## src/rtl/cond_logic_unit_if.sv

```systemverilog
// rtl/cond_logic_unit_if.sv - instruction/flag bundle between decoder/ALU and the condition unit
// The master drives an instruction and its ALU flags; the slave returns gated strobes and flags.
interface cond_logic_unit_if #(
  parameter int CNT_W = 16
) ();
  logic             valid;
  logic [3:0]       cond;
  logic [3:0]       alu_flags;
  logic [1:0]       flag_w;
  logic             pcs;
  logic             reg_w;
  logic             mem_w;
  logic             stall;
  logic             flush;
  logic             cond_ex;
  logic [3:0]       flags_q;
  logic             pc_src_q;
  logic             reg_write_q;
  logic             mem_write_q;
  logic             valid_q;
  logic [CNT_W-1:0] squash_cnt;

  modport master (
    output valid, cond, alu_flags, flag_w, pcs, reg_w, mem_w, stall, flush,
    input  cond_ex, flags_q, pc_src_q, reg_write_q, mem_write_q, valid_q, squash_cnt
  );

  modport slave (
    input  valid, cond, alu_flags, flag_w, pcs, reg_w, mem_w, stall, flush,
    output cond_ex, flags_q, pc_src_q, reg_write_q, mem_write_q, valid_q, squash_cnt
  );
endinterface

```

## src/rtl/cond_logic_unit.sv

```systemverilog
// rtl/cond_logic_unit.sv - ZNCV flag register, ARM condition check and write-strobe gating
// Flags are {Z,N,C,V}; gated strobes are registered one cycle into the next stage.
module cond_logic_unit #(
  parameter int CNT_W = 16
) (
  input  logic               clk,
  input  logic               reset,
  cond_logic_unit_if.slave   bus
);
  logic [3:0]       flags_r;
  logic             pc_src_r;
  logic             reg_write_r;
  logic             mem_write_r;
  logic             valid_r;
  logic [CNT_W-1:0] squash_r;
  logic             z, n, c, v;
  logic             cond_true;
  logic             commit;
  logic             squash;

  assign {z, n, c, v} = flags_r;

  // Condition is judged against the committed flags, not this instruction's ALU result.
  always_comb begin
    cond_true = 1'b0;
    case (bus.cond)
      4'b0000: cond_true = z;
      4'b0001: cond_true = ~z;
      4'b0010: cond_true = c;
      4'b0011: cond_true = ~c;
      4'b0100: cond_true = n;
      4'b0101: cond_true = ~n;
      4'b0110: cond_true = v;
      4'b0111: cond_true = ~v;
      4'b1000: cond_true = c & ~z;
      4'b1001: cond_true = ~c | z;
      4'b1010: cond_true = (n == v);
      4'b1011: cond_true = (n != v);
      4'b1100: cond_true = ~z & (n == v);
      4'b1101: cond_true = z | (n != v);
      default: cond_true = 1'b1;
    endcase
  end

  assign commit = bus.valid & cond_true & ~bus.stall & ~bus.flush;
  assign squash = bus.valid & ~cond_true & ~bus.stall & ~bus.flush;

  always_ff @(posedge clk) begin
    if (reset) begin
      flags_r     <= 4'b0000;
      pc_src_r    <= 1'b0;
      reg_write_r <= 1'b0;
      mem_write_r <= 1'b0;
      valid_r     <= 1'b0;
      squash_r    <= '0;
    end else begin
      if (commit && bus.flag_w[1]) flags_r[3:2] <= bus.alu_flags[3:2];
      if (commit && bus.flag_w[0]) flags_r[1:0] <= bus.alu_flags[1:0];

      // Flush clears the stage even while stalled; a plain stall holds it.
      if (bus.flush) begin
        pc_src_r    <= 1'b0;
        reg_write_r <= 1'b0;
        mem_write_r <= 1'b0;
        valid_r     <= 1'b0;
      end else if (!bus.stall) begin
        pc_src_r    <= bus.pcs & commit;
        reg_write_r <= bus.reg_w & commit;
        mem_write_r <= bus.mem_w & commit;
        valid_r     <= bus.valid;
      end

      if (squash && (squash_r != {CNT_W{1'b1}})) squash_r <= squash_r + CNT_W'(1);
    end
  end

  assign bus.cond_ex     = cond_true;
  assign bus.flags_q     = flags_r;
  assign bus.pc_src_q    = pc_src_r;
  assign bus.reg_write_q = reg_write_r;
  assign bus.mem_write_q = mem_write_r;
  assign bus.valid_q     = valid_r;
  assign bus.squash_cnt  = squash_r;
endmodule

```

## src/flat_wrapper.sv

```systemverilog
// flat-port wrapper written by rule: the top's interface ports become plain ports
module cond_logic_unit_flat 
#(
  parameter int CNT_W = 16
)
  (clk, reset, bus_valid, bus_cond, bus_alu_flags, bus_flag_w, bus_pcs, bus_reg_w, bus_mem_w, bus_stall, bus_flush, bus_cond_ex, bus_flags_q, bus_pc_src_q, bus_reg_write_q, bus_mem_write_q, bus_valid_q, bus_squash_cnt);
  cond_logic_unit_if #(.CNT_W(CNT_W)) bus_i ();
  input  logic clk;
  input  logic reset;
  input wire logic [$bits(bus_i.valid)-1:0] bus_valid;
  input wire logic [$bits(bus_i.cond)-1:0] bus_cond;
  input wire logic [$bits(bus_i.alu_flags)-1:0] bus_alu_flags;
  input wire logic [$bits(bus_i.flag_w)-1:0] bus_flag_w;
  input wire logic [$bits(bus_i.pcs)-1:0] bus_pcs;
  input wire logic [$bits(bus_i.reg_w)-1:0] bus_reg_w;
  input wire logic [$bits(bus_i.mem_w)-1:0] bus_mem_w;
  input wire logic [$bits(bus_i.stall)-1:0] bus_stall;
  input wire logic [$bits(bus_i.flush)-1:0] bus_flush;
  output wire logic [$bits(bus_i.cond_ex)-1:0] bus_cond_ex;
  output wire logic [$bits(bus_i.flags_q)-1:0] bus_flags_q;
  output wire logic [$bits(bus_i.pc_src_q)-1:0] bus_pc_src_q;
  output wire logic [$bits(bus_i.reg_write_q)-1:0] bus_reg_write_q;
  output wire logic [$bits(bus_i.mem_write_q)-1:0] bus_mem_write_q;
  output wire logic [$bits(bus_i.valid_q)-1:0] bus_valid_q;
  output wire logic [$bits(bus_i.squash_cnt)-1:0] bus_squash_cnt;
  assign bus_i.valid = bus_valid;
  assign bus_i.cond = bus_cond;
  assign bus_i.alu_flags = bus_alu_flags;
  assign bus_i.flag_w = bus_flag_w;
  assign bus_i.pcs = bus_pcs;
  assign bus_i.reg_w = bus_reg_w;
  assign bus_i.mem_w = bus_mem_w;
  assign bus_i.stall = bus_stall;
  assign bus_i.flush = bus_flush;
  assign bus_cond_ex = bus_i.cond_ex;
  assign bus_flags_q = bus_i.flags_q;
  assign bus_pc_src_q = bus_i.pc_src_q;
  assign bus_reg_write_q = bus_i.reg_write_q;
  assign bus_mem_write_q = bus_i.mem_write_q;
  assign bus_valid_q = bus_i.valid_q;
  assign bus_squash_cnt = bus_i.squash_cnt;
  cond_logic_unit #(.CNT_W(CNT_W)) u_core (.clk(clk), .reset(reset), .bus(bus_i));
endmodule
```

## config.mk

```make
export PLATFORM = sky130hd
export DESIGN_NAME = cond_logic_unit_flat
export DESIGN_NICKNAME = d
export VERILOG_FILES = /design/src/rtl/cond_logic_unit_if.sv /design/src/rtl/cond_logic_unit.sv /design/src/flat_wrapper.sv
export SDC_FILE = /design/constraint.sdc
export NUM_CORES = 1
export LEC_CHECK = 0
export CAP_MARGIN = 20
export CORE_UTILIZATION = 49
export DETAILED_ROUTE_END_ITERATION = 6
export PLACE_DENSITY = 0.9
export RECOVER_POWER = 25
export REMOVE_ABC_BUFFERS = 1
export SYNTH_ARGS = -nofsm -noshare
export SYNTH_HDL_FRONTEND = slang
export SYNTH_SLANG_ARGS = --single-unit
```

## constraint.sdc

```tcl
create_clock -name clk -period 6.17 [get_ports clk]
set_clock_uncertainty 0.05 [all_clocks]
set_input_delay 1.5425 -clock clk [delete_from_list [all_inputs] [get_ports clk]]
set_output_delay 1.5425 -clock clk [all_outputs]
set_load 0.03 [all_outputs]
```

* Word-level counts from Yosys, hierarchy flattened
Index checks and enable logic that the tools add are counted.
Word-level totals: bits in registers 24, bits of input ports 18, output and inout bits 25, logic and storage cells 50
Cells by class: add/sub/neg operators 1, eq/ne operators 16, muxes and demuxes 1, bitwise gates (word level) 20, reduce and logical (&&, ||, !) cells 5
Operator list (number):
- $eq A4 B4 Y1 const B | 6
- $add A16 B1 Y16 const B | 1
- $eq A4 B3 Y1 const B | 4
- $ne A16 B16 Y1 const B | 1
- $pmux W1 S14 | 1
- $and A1 B1 Y1 | 11
- $eq A4 B2 Y1 const B | 2
- $not A1 Y1 | 7
- $eq A4 B1 Y1 const B | 1
- $logic_not A4 Y1 | 1
- $logic_and A1 B1 Y1 | 3
- $or A1 B1 Y1 | 2
- $reduce_or A2 Y1 | 1
- $eq A1 B1 Y1 | 1
- $ne A1 B1 Y1 | 1

* Logic depth before layout (Yosys ltp)
Gate-level depths: netlist (run 1).
depth in word-level cells 8, mapped depth 9, depth with buffers taken out 7

* Worst setup path before layout (run 1)
Ideal clock, no wire load.
path type in2out, start point input port bus_cond[1], end point output port bus_cond_ex, data arrival time 2.688 ns, required time 4.577 ns, path slack 1.889 ns, stages on the path 7, path through mux2i_1 xnor2_1 o22a_1 o211a_4 inv_2 buf_6 buf_2
On the way: longest elaborated chain between the ends 2, elaborated cells between the ends (all ways) 15, those cells by class eq/ne (13); mux (1); reduce/logical (1)
Ends and longest elaborated chain:
- start: declaration | line flat_wrapper.sv:11 | input wire logic [$bits(bus_i.cond)-1:0] bus_cond;
- $eq A4 B4 Y1 (tied with other cells) | line cond_logic_unit.sv:26 | case (bus.cond)
- $pmux W1 S14 * | line cond_logic_unit.sv:26
- end: declaration | line flat_wrapper.sv:19 | output wire logic [$bits(bus_i.cond_ex)-1:0] bus_cond_ex;
Every way passes the cells marked *; elsewhere a longest branch is shown, timed or not.

* Final worst setup path (run 1)
Ends and elaborated chain as after synthesis.

==> metrics.cfg, run 1 <==
[global_route]
grt_pass1_wl_um = 5290
gr-total-overflow = 0
grt_max_degree = 36
top_usage_layer = met2
grtUsageTotal_pct = 25.5
antenna_found_initial = 0
grt_use_met1_pct = 28.2
use_met3_pct = 7.06
met2_usage_pct = 45.5
first_global_vias = 1235

[place]
gp_congestion = 0.744
port_buffers = 42
place_hpwl_um = 2360

[status]
outcome = finished, final reports clean

[routing]
first_pass_iters = 4
drtIter0Drc = 15
vias = 1383
wl_per_cell_um = 14.6
drc = 0
drt_wl_total_um = 3270
routed_via_density = 6.17
antenna_left = 0

[clock_network]
cts_tree = done
cts_buffer_depth = 2
numCtsBuffers = 3
cts.sinks = 24
post_cts_buffers = 0
clk_latency_ns = 0.32
path_clk_slew_ns = 0.13
ctsResizeCount = 0
clockRootBuffer = clkbuf_4
htreeDepth = 1
hold_buffers = 0

[yosys]
syn_inst = 155
yosysWarnings = 0
ys_seq_elements = 24
synthTopCellsByCount = 24 x dfxtp_1, 16 x a21oi_1, 12 x o31ai_1, 12 x or4_1, 11 x nand2_1
netlist_top_cells_area = dfxtp_1 36%, o31ai_1 6.8%, or4_1 6.8%
synth_top_area_share_pct = 36.5
yosysUniqueCellTypes = 37
syn_area_mm2 = 0.00132
yosys.area.top_type = dfxtp_1
synthArstFlopShare_pct = 0
synth_area_per_cell_um2 = 8.50
synth_edf_count = 0
synth_flop_cell = dfxtp_1
seq_area_frac_synth_pct = 36.5
synth_most_common_cell = dfxtp_1

[worst_setup_path]
crit_top_cell = clkdlybuf4s50_1
r2r_setup_slack_ns = 3.88
ff2ff_path_depth = 7
worst-path-buf-inv = 3
end_kind = output port
cp.arrival_ns = 4.09
worstReg2RegEnd = u_core.bus.squash_cnt[8]
cpPeakStageDelay_ns = 0.76
crit_required_ns = 4.58
path_delay_family = buffers and inverters
path_depth = 7
worstSetupPathType = in2out
critPathSlowestCell = clkdlybuf4s50_1
crit-reg2reg-launch = u_core.bus.flags_q[3]
cp-endpoint = bus_cond_ex
path_cells = clkdlybuf4s50_1 > mux2i_1 > xnor2_1 > o22a_1 > o211a_4 > inv_2 > clkdlybuf4s50_1
critPathMaxFanout = 35
critPathLaunchType = primary input
crit_path_start = bus_cond[1]

[timing]
slew_viol_final = 0
hold_viol_final = 0
fin_tns_setup_ns = 0
period_minus_slack_ns = 5.69
setup_violations = 0
rsz0062_at_grt = no
max_freq_ghz = 0.176
relSlewSlack_pct = 43.1
min_period_over_period_pct = 92.2
tightest_slew_ns = 0.851

[final_layout]
fillers = 202
final_nets = 214
drive_gt1_share_pct = 4.12
area_delta_synth_final_pct = 34.9
final_util_pct = 71.1
n_antenna_cell = 0

[die]
start_util_pct = 52.7
dieHeight_um = 53.9
io_pins = 43
rows = 18
design.core.area_mm2 = 0.00250
die_area_mm2 = 0.00290
die_x_um = 53.9

[power_and_ir_drop]
p_leak_nw = 0.621
power_density_mw_per_mm2 = 161
vdd_drop_max_uv = 143

[worst_hold_path]
whs_path_depth = 2
hold_path_class = reg2reg

[flow_run]
cap_violations = 0

==> registers in the layout (all words and copies together) (netlist names) <==
name and cells:
u_core.bus.reg_write_q 1, u_core.bus.squash_cnt 16, u_core.bus.valid_q 1, u_core.bus.pc_src_q 1, u_core.bus.mem_write_q 1, u_core.bus.flags_q 4
==> report_power, final <==
group / leakage, nW / internal (W) / switching [W]
Combinational: 0.406 / 0.0000201 / 0.0000245
Sequential: 0.193 / 0.000156 / 0.00000113
Clock: 0.0210 / 0.0000361 / 0.0000484
Total: 0.621 / 0.000212 / 0.0000741
==> cell usage in the layout (no fill, tap or decap), types with 2 or more instances in the layout <==
cell type        count
and4_1               3
xnor2_1              3
dlygate4sd3_1       12
nand2b_1             8
and3_1               5
dfxtp_1             24
or4_1               12
o21ai_0              3
nand4_1              2
o31ai_1             12
inv_1                3
nand3_1              5
clkdlybuf4s50_1     30
nor2b_1              3
a32oi_1              3
mux2i_1              6
nand2_1             11
nor2_1               9
a21oi_1             16
or2b_1               2
clkbuf_4             3
==> per-layer routing <==
metal	part of all wire [%]	vias to the layer above
li1	-	673
met1	43	662
met2	50	41
met3	5.0	7
met4	1.5	0
met5	0	-
==> worst register-to-register path, cell delays in order (launching register included) <==
cell and delay, ns:
dfxtp_1 0.43, and3b_1 0.20, a22oi_1 0.17, mux2i_1 0.25, o211a_4 0.20, inv_2 0.18
or4_1 0.57, a21oi_1 0.17
==> kinds of logic (layout without fill, tap and decap cells) <==
family          Yosys count  in the layout  synth area share [%]
fa+ha+maj                 1              1                 0.950
xor+xnor                  3              3                  1.99
flops                    24             24                  36.5
buf+inv                  12             51                  4.37
mux                       7              7                  5.41
simple gates             66             66                  29.4
compound gates           42             42                  21.4
==> cell type report <==
class / count / area, µm² / area share (%)
clock buffers: 4 / 36.3 / 2.04
repair buffers: 43 / 428 / 24.1
inverters: 4 / 15.0 / 0.845
well taps: 30 / 37.5 / 2.11
multi-input cells: 119 / 779 / 43.9
flip-flops and latches: 24 / 480 / 27.0
==> per-stage QoR <==
step	worst slack, ns	cell area, µm²	total power (W)	hold WS, ns	std cells
finish	0.483	1780	0.000286	0.438	224
global route	0.337	1780	0.000299	0.468	224
CTS	0.514	1780	0.000290	0.433	224
detailed placement	0.512	1740	0.000205	0.413	220
global placement	0.607	1740	0.000203	0.404	220
floorplan	2.00	1270	0.000182	0.537	147
==> how the worst min path moves through the flow <==
stage | start | end
2_1_floorplan | u_core.bus.valid_q | u_core.bus.valid_q
3_3_place_gp | u_core.bus.valid_q | u_core.bus.valid_q
3_5_place_dp | u_core.bus.valid_q | u_core.bus.valid_q
4_1_cts | u_core.bus.valid_q | u_core.bus.valid_q
5_1_grt | u_core.bus.valid_q | u_core.bus.valid_q
6_report | u_core.bus.valid_q | u_core.bus.valid_q
Note: power is estimated with default switching activity, not from simulation.
==> run 2: changes to the inputs <==
--- a/config.mk
+++ b/config.mk
@@ -6,6 +6,7 @@
 export NUM_CORES = 1
 export LEC_CHECK = 0
 export CAP_MARGIN = 20
+export CORE_ASPECT_RATIO = 1.25
 export CORE_UTILIZATION = 49
 export DETAILED_ROUTE_END_ITERATION = 6
 export PLACE_DENSITY = 0.9
==> metrics.cfg, run 2 (synthesis gave the netlist of run 1 again) <==
[routing]
first_pass_iters = 4  ; unchanged
antenna_left = 0  ; unchanged
route.met2.wl_um = 1650  ; about the same
routed.top_layer = met4  ; unchanged
drt_wl_total_um = 3240  ; was 3270 µm
wl_per_cell_um = 14.3  ; was 14.6 µm
drc = 0  ; unchanged
drt-met1-wl_um = 1350  ; was 1400 µm
drtIter0Drc = 47  ; was 15
vias = 1349  ; was 1383
routed_via_density = 5.94  ; was 6.17
wl_met3_um = 188  ; was 163 µm

[timing]
setup_violations = 0  ; unchanged
relSlewSlack_pct = 44.1  ; was 43.1%
max_freq_ghz = 0.176  ; about the same
hold_viol_final = 0  ; unchanged
fin_tns_setup_ns = 0  ; unchanged
min_period_over_period_pct = 92.1  ; was 92.2%
period_minus_slack_ns = 5.68  ; was 5.69 ns
layout_setup_ws_ns = 0.487  ; was 0.483 ns
tightest_slew_ns = 0.836  ; was 0.851 ns
slew_viol_final = 0  ; unchanged
rsz0062_at_grt = no  ; unchanged

[final_layout]
final_nets = 214  ; unchanged
final_common_cell = clkdlybuf4s50_1  ; unchanged
largest_reg_flops = 16  ; unchanged
drive_gt1_share_pct = 4.12  ; unchanged
area_delta_synth_final_pct = 35.1  ; was 34.9%
multiInputGateArea_um2 = 779  ; unchanged
n_antenna_cell = 0  ; unchanged
seq_area_um2 = 480  ; unchanged
fillers = 202  ; unchanged
most-common-layout-cells = 30 x clkdlybuf4s50_1, 24 x dfxtp_1, 16 x a21oi_1  ; unchanged
stdcell_count = 227  ; was 224

[place]
place_hpwl_um = 2310  ; was 2360 µm
port_buffers = 42  ; unchanged
pre_cts_slack_ns = 0.509  ; was 0.512 ns
dp.cells = 223  ; was 220
gp_congestion = 0.779  ; was 0.744

[global_route]
grtUsageTotal_pct = 24.2  ; was 25.5%
gr-total-overflow = 0  ; unchanged
grt_pass1_wl_um = 5380  ; was 5290 µm
grt_max_degree = 36  ; unchanged
first_global_vias = 1313  ; was 1235
antenna_found_initial = 0  ; unchanged

[die]
io_pins = 43  ; unchanged
design.core.area_mm2 = 0.00250  ; about the same
rows = 20  ; was 18
start_util_pct = 52.7  ; about the same
die_x_um = 48.4  ; was 53.9 µm
die_area_mm2 = 0.00290  ; about the same
dieHeight_um = 60.0  ; was 53.9 µm

[flow_run]
cap_violations = 0  ; unchanged

[clock_network]
clk_latency_ns = 0.32  ; about the same
cts_tree = done  ; unchanged
cts.sinks = 24  ; unchanged
path_clk_slew_ns = 0.13  ; about the same
ctsResizeCount = 0  ; unchanged
htreeDepth = 1  ; unchanged
post_cts_buffers = 0  ; unchanged
numCtsBuffers = 3  ; unchanged
cts_buffer_depth = 2  ; unchanged
hold_buffers = 0  ; unchanged
clockRootBuffer = clkbuf_4  ; unchanged

[power_and_ir_drop]
vdd_drop_max_uv = 146  ; was 143 µV
p_leak_nw = 0.621  ; about the same
power_density_mw_per_mm2 = 161  ; about the same
power_w = 0.000286  ; about the same

[worst_setup_path]
cp.arrival_ns = 4.09  ; about the same
end_kind = output port  ; unchanged
crit_required_ns = 4.58  ; about the same
critPathLaunchType = primary input  ; unchanged
critPathMaxFanout = 35  ; unchanged
worstSetupPathType = in2out  ; unchanged

[status]
outcome = finished, final reports clean  ; unchanged

[worst_hold_path]
hold_path_class = reg2reg  ; unchanged

[run 2: cell counts in the layout (fill, tap and decap cells not counted)]
Identical to the previous run, type by type.
[run 2: area by class of cell]
class,count,share of cell area (%)
inverters,4,0.843
repair buffers,43,24.0
clock buffers,4,2.04
flip-flops and latches,24,27.0
well taps,33,2.32
multi-input cells,119,43.8
[run 2: report_power, final]
group	internal (W)	total, W	switching (W)
Combinational	0.0000201	0.0000447	0.0000247
Sequential	0.000156	0.000157	0.00000112
Clock	0.0000361	0.0000839	0.0000478
[run 2: critical path, stage by stage]
cell and delay [ns]:
clkdlybuf4s50_1 0.60, mux2i_1 0.27, xnor2_1 0.09, o22a_1 0.21, o211a_4 0.24, inv_2 0.37, clkdlybuf4s50_1 0.76
[run 2: layer usage]
| layer | GRT usage [%] | up-vias |
|---|---|---|
| met1 | 24.7 | 627 |
| met3 | 5.09 | 7 |
| met5 | 0 | - |
| met2 | 45.9 | 49 |
| li1 | - | 666 |
| met4 | 14.3 | 0 |
[run 2: path summary, 6_finish.rpt]
kind,startpoint,end,slack (ns),cells after the start
worst max-delay path,bus_cond[1],bus_cond_ex,0.49,7
worst min-delay path,u_core.bus.valid_q,u_core.bus.valid_q,0.43,2
worst max register to register,u_core.bus.squash_cnt[0],u_core.bus.squash_cnt[3],3.79,7
worst min register to register,u_core.bus.valid_q,u_core.bus.valid_q,0.43,2
[run 2: stage by stage]
step / utilization (%) / instance area [µm²] / hold WS, ns
2_1_floorplan: - / 1270 / 0.537
3_3_place_gp: 69.7 / 1740 / 0.404
3_5_place_dp: 69.7 / 1740 / 0.416
4_1_cts: 71.2 / 1780 / 0.434
5_1_grt: 71.2 / 1780 / 0.474
6_report: 71.2 / 1780 / 0.432
